**src/rtl/cpu_pkg.sv**
```systemverilog
// Shared definitions for the register-file sequencer: state encoding,
// opcode constants, instruction field positions and opcode classification.
package cpu_pkg;

    typedef enum logic [2:0] {
        ST_IDLE      = 3'd0,
        ST_DECODE    = 3'd1,
        ST_EXECUTE   = 3'd2,
        ST_WRITEBACK = 3'd3,
        ST_HALT      = 3'd4
    } state_t;

    localparam logic [3:0] OP_NOP  = 4'h0;
    localparam logic [3:0] OP_ADD  = 4'h1;
    localparam logic [3:0] OP_SUB  = 4'h2;
    localparam logic [3:0] OP_AND  = 4'h3;
    localparam logic [3:0] OP_OR   = 4'h4;
    localparam logic [3:0] OP_XOR  = 4'h5;
    localparam logic [3:0] OP_MOV  = 4'h6;
    localparam logic [3:0] OP_LDI  = 4'h7;
    localparam logic [3:0] OP_HALT = 4'hF;

    localparam int OPC_LSB = 12;
    localparam int RD_LSB  = 8;
    localparam int RA_LSB  = 4;
    localparam int RB_LSB  = 0;
    localparam int IMM_LSB = 0;

    function automatic logic [3:0] get_field(input logic [15:0] ir, input int lsb);
        return ir[lsb +: 4];
    endfunction

    // MOV is routed through the ALU as "pass A", so it reads A but not B.
    function automatic logic op_reads_a(input logic [3:0] op);
        return (op >= OP_ADD) && (op <= OP_MOV);
    endfunction

    function automatic logic op_reads_b(input logic [3:0] op);
        return (op >= OP_ADD) && (op <= OP_XOR);
    endfunction

    function automatic logic op_defined(input logic [3:0] op);
        return (op <= OP_LDI) || (op == OP_HALT);
    endfunction

endpackage

```
**src/rtl/onehot_dec.sv**
```systemverilog
// 4-bit index to NREG-wide one-hot decoder with enable; indices at or
// beyond NREG decode to all zeros.
module onehot_dec #(
    parameter int NREG = 16
) (
    input  logic [3:0]      i_sel,
    input  logic            i_en,
    output logic [NREG-1:0] o_onehot
);

    // Decode the select index into a single strobe bit when enabled.
    always_comb begin
        o_onehot = '0;
        for (int i = 0; i < NREG; i++) begin
            if (i_en && (i_sel == 4'(i))) begin
                o_onehot[i] = 1'b1;
            end else begin
                o_onehot[i] = 1'b0;
            end
        end
    end

endmodule

```
**src/rtl/reg_sequencer.sv**
```systemverilog
// Four-phase instruction sequencer driving a one-hot register file, an ALU
// and a result register; all strobes decode from the state and latched IR.
module reg_sequencer
    import cpu_pkg::*;
#(
    parameter int NREG = 16,
    parameter int IW   = 16
) (
    input  logic            clock,
    input  logic            reset,
    input  logic [IW-1:0]   instr,
    input  logic            instr_valid,
    output logic            instr_ready,
    output logic [NREG-1:0] reg_load,
    output logic [NREG-1:0] reg_oe_a,
    output logic [NREG-1:0] reg_oe_b,
    output logic [3:0]      alu_op,
    output logic            res_load,
    output logic            res_oe,
    output logic            imm_oe,
    output logic [15:0]     imm,
    output logic            done,
    output logic            halted,
    output logic            illegal
);

    state_t          r_state;
    state_t          w_state_next;
    logic [IW-1:0]   r_ir;
    logic [3:0]      w_opcode;
    logic            w_en_a;
    logic            w_en_b;
    logic            w_en_d;

    assign w_opcode    = get_field(r_ir[15:0], OPC_LSB);
    assign instr_ready = (r_state == ST_IDLE);
    assign imm         = {8'h00, r_ir[IMM_LSB +: 8]};

    // State and instruction register; IR only loads on an IDLE handshake.
    always_ff @(posedge clock or posedge reset) begin
        if (reset) begin
            r_state <= ST_IDLE;
            r_ir    <= '0;
        end else begin
            r_state <= w_state_next;
            if ((r_state == ST_IDLE) && instr_valid) begin
                r_ir <= instr;
            end else begin
                r_ir <= r_ir;
            end
        end
    end

    // Next-state sequencing; HALT is only left through reset.
    always_comb begin
        w_state_next = r_state;
        case (r_state)
            ST_IDLE: begin
                if (instr_valid) begin
                    w_state_next = ST_DECODE;
                end else begin
                    w_state_next = ST_IDLE;
                end
            end
            ST_DECODE: begin
                if (w_opcode == OP_HALT) begin
                    w_state_next = ST_HALT;
                end else begin
                    w_state_next = ST_EXECUTE;
                end
            end
            ST_EXECUTE:   w_state_next = ST_WRITEBACK;
            ST_WRITEBACK: w_state_next = ST_IDLE;
            ST_HALT:      w_state_next = ST_HALT;
            default:      w_state_next = ST_IDLE;
        endcase
    end

    // Per-phase strobe decode; the result register is written in EXECUTE and
    // read back in WRITEBACK, which is what makes rd==ra safe.
    always_comb begin
        w_en_a   = 1'b0;
        w_en_b   = 1'b0;
        w_en_d   = 1'b0;
        alu_op   = 4'h0;
        res_load = 1'b0;
        res_oe   = 1'b0;
        imm_oe   = 1'b0;
        done     = 1'b0;
        illegal  = 1'b0;
        halted   = 1'b0;
        case (r_state)
            ST_EXECUTE: begin
                alu_op   = w_opcode;
                w_en_a   = op_reads_a(w_opcode);
                w_en_b   = op_reads_b(w_opcode);
                res_load = op_reads_a(w_opcode);
            end
            ST_WRITEBACK: begin
                done    = 1'b1;
                res_oe  = op_reads_a(w_opcode);
                imm_oe  = (w_opcode == OP_LDI);
                w_en_d  = op_reads_a(w_opcode) || (w_opcode == OP_LDI);
                illegal = !op_defined(w_opcode);
            end
            ST_HALT: begin
                halted = 1'b1;
            end
            default: begin
                halted = 1'b0;
            end
        endcase
    end

    onehot_dec #(.NREG(NREG)) u_dec_rd (
        .i_sel    (get_field(r_ir[15:0], RD_LSB)),
        .i_en     (w_en_d),
        .o_onehot (reg_load)
    );

    onehot_dec #(.NREG(NREG)) u_dec_ra (
        .i_sel    (get_field(r_ir[15:0], RA_LSB)),
        .i_en     (w_en_a),
        .o_onehot (reg_oe_a)
    );

    onehot_dec #(.NREG(NREG)) u_dec_rb (
        .i_sel    (get_field(r_ir[15:0], RB_LSB)),
        .i_en     (w_en_b),
        .o_onehot (reg_oe_b)
    );

endmodule

```
**config.mk**
```make
export PLATFORM = sky130hd
export DESIGN_NAME = reg_sequencer
export DESIGN_NICKNAME = d
export VERILOG_FILES = /design/src/rtl/cpu_pkg.sv /design/src/rtl/onehot_dec.sv /design/src/rtl/reg_sequencer.sv
export SDC_FILE = /design/constraint.sdc
export NUM_CORES = 1
export LEC_CHECK = 0
export BUFFER_PORTS_ARGS = -buffer_cell sky130_fd_sc_hd__buf_4
export CELL_PAD_IN_SITES_DETAIL_PLACEMENT = 0
export CELL_PAD_IN_SITES_GLOBAL_PLACEMENT = 1
export CORE_MARGIN = 2
export CORE_UTILIZATION = 31
export DETAILED_ROUTE_END_ITERATION = 7
export GPL_ROUTABILITY_DRIVEN = 0
export GPL_TIMING_DRIVEN = 0
export PLACE_DENSITY_LB_ADDON = 0.1
export SYNTH_ARGS = -nofsm -noshare
export SYNTH_HDL_FRONTEND = slang
export SYNTH_SLANG_ARGS = --single-unit
```
**constraint.sdc**
```tcl
create_clock -name clock -period 3.6 [get_ports clock]
set_input_delay 0.54 -clock clock [delete_from_list [all_inputs] [get_ports clock]]
set_output_delay 0.54 -clock clock [all_outputs]
set_load 0.02 [all_outputs]
```
==> flow_metrics.tcl, run 1 <==
set metrics [dict create \
    outcome "completed" \
    synth_edf_count 0 \
    vias_per_cell 4.59 \
    dpl_cell_area_um2 2160 \
    cp_max_fo 6 \
    drive_above_1_share 0.504 \
    finalSetupViolCount 0 \
    grt_pass1_vias 1264 \
    cts_setup_buffers 0 \
    finalSetupTns_ns 0 \
    clk_latency_ns 0.25 \
    place_ws_ns 1.52 \
    grt_first_pass_wirelength_um 6140 \
    yosysWarnings 0 \
    hpwl_um 3050 \
    fmax_mhz 428 \
    crit_required_ns 3.06 \
    cts.clk_slew.worst_paths_ns 0.07 \
    layout_common_cells "buf_4, nor2_1, dfrtp_1, nor3_1, mux2_4" \
    async_flop_share 1.00 \
    start_util 0.326 \
    syn_inst 164 \
    synthFlopType "dfrtp_1" \
    die_h_um 71.9 \
    tightest_slew_ns 0.749 \
    cp-start-kind "flop" \
    grt_max_degree 20 \
    syn_avg_cell_area_um2 8.71 \
    multi_input_area_um2 808 \
    grt_usage 0.147 \
    fin_crit_ns 2.34 \
    std_cell_rows 24 \
    end_kind "output port" \
    p_leak_nw 1.09 \
    htree_num_levels 1 \
    mappedNetlistArea_um2 1430 \
    core_um2 4380 \
    yosysTopAreaCell "dfrtp_1" \
    wl_per_cell_um 12.4 \
    tritoncts "done" \
    routed_wl_um 3880 \
    vias 1433 \
    postCtsHoldBufs 0 \
    post-route-drc-count 0 \
    skew_ns 0.00552 \
    io_pins 94 \
    final-instance-count-excl-fill 312 \
    cp.arrival_ns 1.80 \
    layout_commonest_cell "buf_4" \
    period_share 0.649 \
    clockBufferDepth 2 \
    hold_violations 0 \
    antenna_found_initial 0 \
    synth_top_area_frac 0.333 \
    die_x_um 71.9 \
    drt_pre_antenna_iters 4 \
    ant_nets 0 \
    cts_inserted_buffers 3 \
    timing.reg2reg.setup_slack_ns 2.01 \
    syn_to_final_growth_pct 54.2 \
    final_area_um2 2200 \
    nets 280 \
    die_area_um2 5170 \
    rsz0062_at_grt "no" \
    vdd_drop_max_mv 0.360 \
    ctsRootBufferMaster "clkbuf_8" \
    synth_seq_area_share 0.333 \
    clock_sink_count 19 \
    powerDensity_nw_per_um2 733 \
    first_iter_violations 26 \
    synthDistinctLibCells 34 \
    finalWorstSetupSlack_ns 1.26 \
    ff_latch_area_um2 475 \
    synth.top_cells.by_area "dfrtp_1, mux2_4, buf_4, nor2_1, nor3_1" \
    gr-total-overflow 0 \
    io_buffers 85 \
    diodes 0 \
    place_inst 308 \
    n_fill_cell 447 \
    slew_viol_final 0 \
    synth_seq_cells 19 \
    hp-class "in2async" \
    ctsResizeCount 0 \
    drv_cap 0 \
    slew_headroom 0.500 \
    crit_type "reg2out" \
]
## state kept, by name (all words and copies together) (netlist names)
signal and count:
r_state 3, r_ir 16
## final cells by class
class	instances	share of cell area
clock buffers	4	0.0204
inverters	2	0.00341
well taps	52	0.0295
plain buffers	22	0.0744
multi-input cells	128	0.367
repair buffers	85	0.290
flip-flops and latches	19	0.216
## path summary, 6_finish.rpt
| kind | start | cells past startpoint | end |
|---|---|---|---|
| hold reg to reg | r_ir[11] | 1 | r_ir[11] |
| min in group clock | instr[9] | 2 | r_ir[9] |
| setup / recovery | r_state[0] | 4 | reg_oe_b[7] |
| max in group asynchronous | reset | 2 | r_ir[5] |
| setup reg to reg | r_state[1] | 5 | r_ir[10] |
| hold / removal | reset | 2 | r_ir[8] |
## metrics by stage
| stage | hold WS, ns | util | power (mW) |
|---|---|---|---|
| after floorplan | 0.491 | - | 1.16 |
| after global placement | 0.558 | 0.492 | 1.48 |
| after detailed placement | 0.558 | 0.492 | 1.48 |
| after CTS | 0.459 | 0.503 | 1.64 |
| after global routing | 0.500 | 0.503 | 1.74 |
| final | 0.418 | 0.503 | 1.62 |
## synth_stat cells, types with 2 or more instances
master	instances
nor3_1	17
and2_1	7
nand3_1	6
nand2_1	7
dfrtp_1	19
mux2_2	7
and3_1	2
mux2_4	9
inv_1	2
nor3b_1	3
nor2_1	30
buf_4	17
nand2b_1	6
nor4_1	4
nor2b_1	3
buf_6	2
nand4_1	5
buf_2	2
## logic make-up (layout without fill, tap and decap cells)
logic type	count (synthesis)	count (layout)	synth area share
simple gates	101	101	0.378
compound gates	3	3	0.0166
other cells	1	8	0.00262
buf+inv	24	113	0.120
mux	16	16	0.150
flops	19	19	0.333
## power breakdown
part | internal [mW] | switching, mW
registers | 0.320 | 0.163
logic | 0.485 | 0.502
clock network | 0.0785 | 0.0676
total | 0.883 | 0.732
## critical path, stage by stage, from the launching register on
cell,delay [ns]
dfrtp_1,0.44
nor4b_1,0.66
nand3_1,0.18
nor2_1,0.12
buf_4,0.15
## routing by layer
metal  vias up  share of wire  track usage
li1        742              -            -
met5         -              0            0
met1       627           0.45        0.212
met3         2           0.11       0.0500
met2        62           0.43        0.218
met4         0         0.0062       0.0252
Power figures use the tool's default switching activity.
==> run 2: changes to the inputs <==
--- a/config.mk
+++ b/config.mk
@@ -5,11 +5,12 @@
 export SDC_FILE = /design/constraint.sdc
 export NUM_CORES = 1
 export LEC_CHECK = 0
+export ABC_AREA = 1
 export BUFFER_PORTS_ARGS = -buffer_cell sky130_fd_sc_hd__buf_4
 export CELL_PAD_IN_SITES_DETAIL_PLACEMENT = 0
 export CELL_PAD_IN_SITES_GLOBAL_PLACEMENT = 1
 export CORE_MARGIN = 2
-export CORE_UTILIZATION = 31
+export CORE_UTILIZATION = 28
 export DETAILED_ROUTE_END_ITERATION = 7
 export GPL_ROUTABILITY_DRIVEN = 0
 export GPL_TIMING_DRIVEN = 0
==> constraint.sdc (replaced) <==
create_clock -name clock -period 2.4 [get_ports clock]
set_input_delay 0.36 -clock clock [delete_from_list [all_inputs] [get_ports clock]]
set_output_delay 0.36 -clock clock [all_outputs]
set_load 0.02 [all_outputs]
==> run 2 against run 1 <==
Die area is 15% higher. First-iteration DRC count is 31% higher. Critical path type unchanged. Sequential share of layout area is 0.79 points lower. Highest routed layer unchanged. Critical path depth stayed put. Clock power is 48% higher. Largest power group unchanged. Largest cell class is now non-clock buffers.
==> flow_metrics.tcl, run 2 <==
set metrics [dict create \
    drt-met1-wl_um 2060 \
    ctsResizeCount 0 \
    outcome "completed" \
    layout_commonest_cell "buf_4" \
    holdWs_ns 0.231 \
    wl_per_cell_um 10.8 \
    gr-total-overflow 0 \
    met2_length_um 1890 \
    synth.most_common_cell "nand2_1" \
    syn_inst 228 \
    powerDensity_nw_per_um2 1050 \
    finalSetupViolCount 0 \
    crit_type "reg2out" \
    htree_num_levels 1 \
    hp-class "in2async" \
    diodes 0 \
    synth_seq_area_share 0.317 \
    fin_crit_ns 2.05 \
    route.met3.wl_um 247 \
    utilization 0.445 \
    fmax_mhz 488 \
    netlist_top_cells_count "nand2_1, nor2_1, inv_1" \
    layout_common_cells "buf_4, nand2_1, nor2_1, inv_1, nor3_1" \
    cp.arrival_ns 1.69 \
    finalSetupTns_ns 0 \
    die_x_um 77.1 \
    syn_to_final_growth_pct 52.7 \
    ctsRootBufferMaster "clkbuf_8" \
    cts_inserted_buffers 3 \
    clockBufferDepth 2 \
    cts_setup_buffers 0 \
    cp_max_fo 8 \
    routed_wl_um 4240 \
    final-instance-count-excl-fill 393 \
    hold_violations 0 \
    cts.clk_slew.worst_paths_ns 0.07 \
    synth_seq_cells 19 \
    cp_num_buf_inv 1 \
    vias 1662 \
    cp-start-kind "flop" \
    antenna_found_initial 0 \
    rsz0062_at_grt "no" \
    vdd_drop_max_mv 0.459 \
    clock_sink_count 19 \
    highest_layer "met4" \
    drive_above_1_share 0.372 \
    grt_usage 0.143 \
    vias_per_cell 4.23 \
    largest_reg_flops 16 \
    std_cell_rows 26 \
    yosysTopAreaCell "dfrtp_1" \
    crit_chain "nor3_4 > nand4_1 > nor2_1 > buf_4" \
    slew_viol_final 0 \
    p_leak_nw 1.26 \
    regMostFlops "r_ir" \
    hpwl_um 3450 \
    drt_pre_antenna_iters 4 \
    r2r_cells 7 \
    place_inst 389 \
    critPathTopFamily "simple AND/OR/NAND/NOR gates" \
    yosysWarnings 0 \
    skew_ns 0.00404 \
    mappedNetlistArea_um2 1500 \
    grt_pass1_vias 1521 \
    start_util 0.291 \
    n_fill_cell 583 \
    syn_avg_cell_area_um2 6.57 \
    crit_required_ns 2.04 \
    ff_latch_area_um2 475 \
    postCtsHoldBufs 0 \
    tritoncts "done" \
    synthDistinctLibCells 22 \
    nets 343 \
    largestRegisters "r_ir (16), r_state (3)" \
    die_area_um2 5950 \
    r2r-end "r_ir[13]" \
    synth_top_area_frac 0.317 \
    reg2reg_from "r_state[0]" \
    io_pins 94 \
    clk_latency_ns 0.25 \
    period_share 0.855 \
    timing.reg2reg.setup_slack_ns 1.02 \
    drv_cap 0 \
    ant_nets 0 \
    tightest_slew_ns 0.728 \
    synth.top_cells.by_area "dfrtp_1, nand2_1, nor2_1, buf_4, inv_1" \
    grt_first_pass_wirelength_um 7190 \
    slew_headroom 0.514 \
    end_kind "output port" \
    max_stage_delay_ns 0.49 \
    synthFlopType "dfrtp_1" \
    async_flop_share 1.00 \
    post-route-drc-count 0 \
    synth_edf_count 0 \
    io_buffers 84 \
    first_iter_violations 34 \
    multi_input_area_um2 776 \
    crit_slowest_cell "dfrtp_1" \
    core_um2 5140 \
    die_h_um 77.1 \
    grt_max_degree 20 \
]
run 2: cell count changes after synthesis, moves of 4 or more:
cell,previous run,this run
mux2_2,7,0
nand2_1,7,52
and2_1,7,0
nand3_1,6,19
inv_1,2,28
nor4_1,4,0
mux2_4,9,0
nand2b_1,6,0
nor2_1,30,46
run 2: stage by stage:
step | setup WS (ns) | area [um^2] | power [mW]
final | 0.349 | 2290 | 2.41
after global placement | 0.624 | 2240 | 2.20
after detailed placement | 0.606 | 2240 | 2.21
after CTS | 0.324 | 2290 | 2.44
after floorplan | 0.471 | 1520 | 1.72
after global routing | 0.162 | 2290 | 2.65
run 2: final cells by class:
cell class,instances,area share
inverter,29,0.0476
clock buffer,4,0.0197
timing repair buffer,84,0.276
buffer,22,0.0717
tap,70,0.0383
sequential,19,0.208
multi-input combinational,165,0.339
run 2: how the worst max path moves through the flow:
stage,from,endpoint,slack (ns),cells past startpoint
2_1_floorplan,r_state[2],reg_load[0],0.47,4
3_3_place_gp,r_state[2],reg_oe_b[4],0.62,4
3_5_place_dp,r_state[2],reg_oe_b[12],0.61,4
4_1_cts,r_state[2],reg_oe_b[12],0.32,4
5_1_grt,r_state[2],reg_oe_b[8],0.16,4
6_report,r_state[2],reg_oe_b[12],0.35,4
run 2: cell families (layout without fill, tap and decap cells):
logic type / after synthesis / after routing / synth area share
and+or+nand+nor: 153 / 153 / 0.475
buffers and inverters: 51 / 139 / 0.182
DFF: 19 / 19 / 0.317
AOI/OAI and AO/OA: 4 / 4 / 0.0234
other: 1 / 8 / 0.00250
run 2: power breakdown:
| part | leakage, nW | total, mW | switching, mW | internal, mW |
|---|---|---|---|---|
| clock network | 0.0228 | 0.216 | 0.0987 | 0.118 |
| logic | 0.999 | 1.52 | 0.961 | 0.563 |
| registers | 0.237 | 0.672 | 0.204 | 0.467 |
run 2: worst register-to-register path, stage by stage, from the launching register on:
cell and delay, ns:
dfrtp_1 0.42, nor2_1 0.10, inv_1 0.08, nor2_4 0.20
nand2_2 0.17, buf_4 0.21, nand2_1 0.07, nand2_1 0.05
run 2: metal layers:
layer  GRT usage  up-vias
li1            -      881
met1       0.199      726
met2       0.232       51
met5           0        -
met3      0.0188        4
met4      0.0375        0
==> run 3: changes to the inputs <==
--- a/config.mk
+++ b/config.mk
@@ -6,7 +6,7 @@
 export NUM_CORES = 1
 export LEC_CHECK = 0
 export ABC_AREA = 1
-export BUFFER_PORTS_ARGS = -buffer_cell sky130_fd_sc_hd__buf_4
+export BUFFER_PORTS_ARGS = -buffer_cell sky130_fd_sc_hd__clkbuf_2
 export CELL_PAD_IN_SITES_DETAIL_PLACEMENT = 0
 export CELL_PAD_IN_SITES_GLOBAL_PLACEMENT = 1
 export CORE_MARGIN = 2
@@ -14,6 +14,7 @@
 export DETAILED_ROUTE_END_ITERATION = 7
 export GPL_ROUTABILITY_DRIVEN = 0
 export GPL_TIMING_DRIVEN = 0
+export MAX_ROUTING_LAYER = met4
 export PLACE_DENSITY_LB_ADDON = 0.1
 export SYNTH_ARGS = -nofsm -noshare
 export SYNTH_HDL_FRONTEND = slang
==> constraint.sdc (replaced) <==
create_clock -name clock -period 1.9 [get_ports clock]
set_input_delay 0.285 -clock clock [delete_from_list [all_inputs] [get_ports clock]]
set_output_delay 0.285 -clock clock [all_outputs]
set_load 0.02 [all_outputs]
==> run 3 against run 2 <==
Hold slack worse by 0.11 ns. Die area unchanged. Worst setup slack worse by 0.32 ns. Highest routed layer unchanged.
==> flow_metrics.tcl, run 3 (same netlist as run 2, synthesis figures left out) <==
set metrics [dict create \
    multi_input_area_um2 825 \
    io_pins 94 \
    ant_nets 0 \
    crit_path_start "r_ir[14]" \
    crit_required_ns 1.62 \
    r2r-end "r_ir[5]" \
    largestRegisters "r_ir (16), r_state (3)" \
    fmax_mhz 535 \
    vias_per_cell 4.27 \
    use_met1 0.197 \
    first_iter_violations 43 \
    grt_pass1_vias 1496 \
    dpl_cell_area_um2 2030 \
    tritoncts "done" \
    vias 1715 \
    slew_viol_final 0 \
    io_buffers 84 \
    largest_reg_flops 16 \
    ctsRootBufferMaster "clkbuf_8" \
    busiest_layer "met2" \
    vdd_drop_max_mv 0.576 \
    cp.arrival_ns 1.58 \
    period_share 0.983 \
    timing.reg2reg.setup_slack_ns 0.49 \
    slew_headroom 0.516 \
    finalSetupTns_ns 0 \
    wl_per_cell_um 10.9 \
    outcome "completed" \
    gr-total-overflow 0 \
    powerDensity_nw_per_um2 1390 \
    routed_wl_um 4380 \
    final_area_um2 2270 \
    finalSetupViolCount 0 \
    crit_path_end "reg_load[0]" \
    hold_violations 0 \
    pwr-share-clk 0.088 \
    syn_to_final_growth_pct 51.8 \
    crit_type "reg2out" \
    cp_max_fo 10 \
    r2r_cells 7 \
    grtUsageMet3 0.0165 \
    die_x_um 77.1 \
    met2_usage 0.225 \
    place_ws_ns 0.119 \
    hpwl_um 3410 \
    ff_latch_area_um2 480 \
    layout_commonest_cell "buf_4" \
    regMostFlops "r_ir" \
    end_kind "output port" \
    p_leak_nw 1.27 \
    n_fill_cell 609 \
    p_comb_frac 0.637 \
    skew_ns 0.00228 \
    grt_first_pass_wirelength_um 6940 \
    crit_slowest_cell "dfrtp_2" \
    internal-power_mw 1.47 \
    nets 352 \
    grt_max_degree 20 \
    fin_crit_ns 1.87 \
    rsz0062_at_grt "yes" \
    post-route-drc-count 0 \
    antenna_found_initial 0 \
    die_h_um 77.1 \
    start_util 0.291 \
    cts.clk_slew.worst_paths_ns 0.07 \
    layout_common_cells "buf_4, nand2_1, nor2_1, clkbuf_2, inv_1" \
    reg2reg_from "r_state[0]" \
    clock_sink_count 19 \
    postCtsHoldBufs 0 \
    finalWorstSetupSlack_ns 0.0315 \
    drt_pre_antenna_iters 4 \
    clk_latency_ns 0.25 \
    clockBufferDepth 2 \
    max_stage_delay_ns 0.41 \
    tightest_slew_ns 0.725 \
    std_cell_rows 26 \
    diodes 0 \
    grt_usage 0.143 \
    crit_chain "inv_2 > a21oi_4 > nand2_4 > buf_6 > nor3_2 > buf_4" \
    core_um2 5140 \
    cp-start-kind "flop" \
    drv_cap 0 \
    hp-class "in2async" \
    pwr-share-seq 0.275 \
    htree_num_levels 1 \
    drive_above_1_share 0.443 \
    die_area_um2 5950 \
    cts_inserted_buffers 3 \
    switchingPower_mw 1.68 \
    switching_share 0.532 \
]
==> run 3: what timing repair did <==
action	in CTS	in global routing
pin swaps	4	26
endpoints found under the hold margin	0	0
resized for setup	8	83
setup buffers	5	4
endpoints found under the setup margin	46	46
gates cloned	0	0
==> run 3: layout make-up <==
| class | count | area share |
|---|---|---|
| plain buffers | 22 | 0.0732 |
| clock buffers | 4 | 0.0198 |
| inverters | 29 | 0.0479 |
| multi-input cells | 165 | 0.363 |
| flip-flops and latches | 19 | 0.211 |
| well taps | 70 | 0.0385 |
| repair buffers | 93 | 0.247 |
==> run 3: metal layers <==
metal,vias to the layer above,part of all wire
li1,904,-
met3,4,0.049
met4,0,0.010
met2,51,0.46
met1,756,0.48
met5,-,0
==> run 3: power groups by stage <==
| stage | sequential (mW) | clock, mW | combinational (mW) |
|---|---|---|---|
| after global placement | 0.860 | 0 | 1.80 |
| after floorplan | 0.782 | 0 | 1.39 |
| after global routing | 0.906 | 0.300 | 2.22 |
| after detailed placement | 0.862 | 0 | 1.81 |
| final | 0.867 | 0.278 | 2.01 |
| after CTS | 0.857 | 0.286 | 1.90 |
==> run 3: how the worst min path moves through the flow <==
stage          slack, ns  cells past startpoint  endpoint  start
2_1_floorplan       0.24                      1   r_ir[0]  reset
3_3_place_gp        0.44                      2  r_ir[13]  reset
3_5_place_dp        0.43                      2  r_ir[13]  reset
4_1_cts             0.16                      2   r_ir[9]  reset
5_1_grt             0.19                      2   r_ir[1]  reset
6_report            0.12                      2   r_ir[9]  reset
==> run 3: worst max-delay path: cells and delay by family (launching register included) <==
family / cells / cell delay, ns
compound gates: 1 / 0.24
simple gates: 2 / 0.26
buf+inv: 3 / 0.41
flops: 1 / 0.41
==> run 3: per-stage QoR <==
step | instances | power, mW | utilization | hold slack, ns
global route | 402 | 3.43 | 0.442 | 0.187
CTS | 398 | 3.05 | 0.415 | 0.159
detailed placement | 389 | 2.67 | 0.395 | 0.432
global placement | 389 | 2.66 | 0.395 | 0.442
finish | 402 | 3.15 | 0.442 | 0.124
floorplan | 235 | 2.18 | - | 0.236
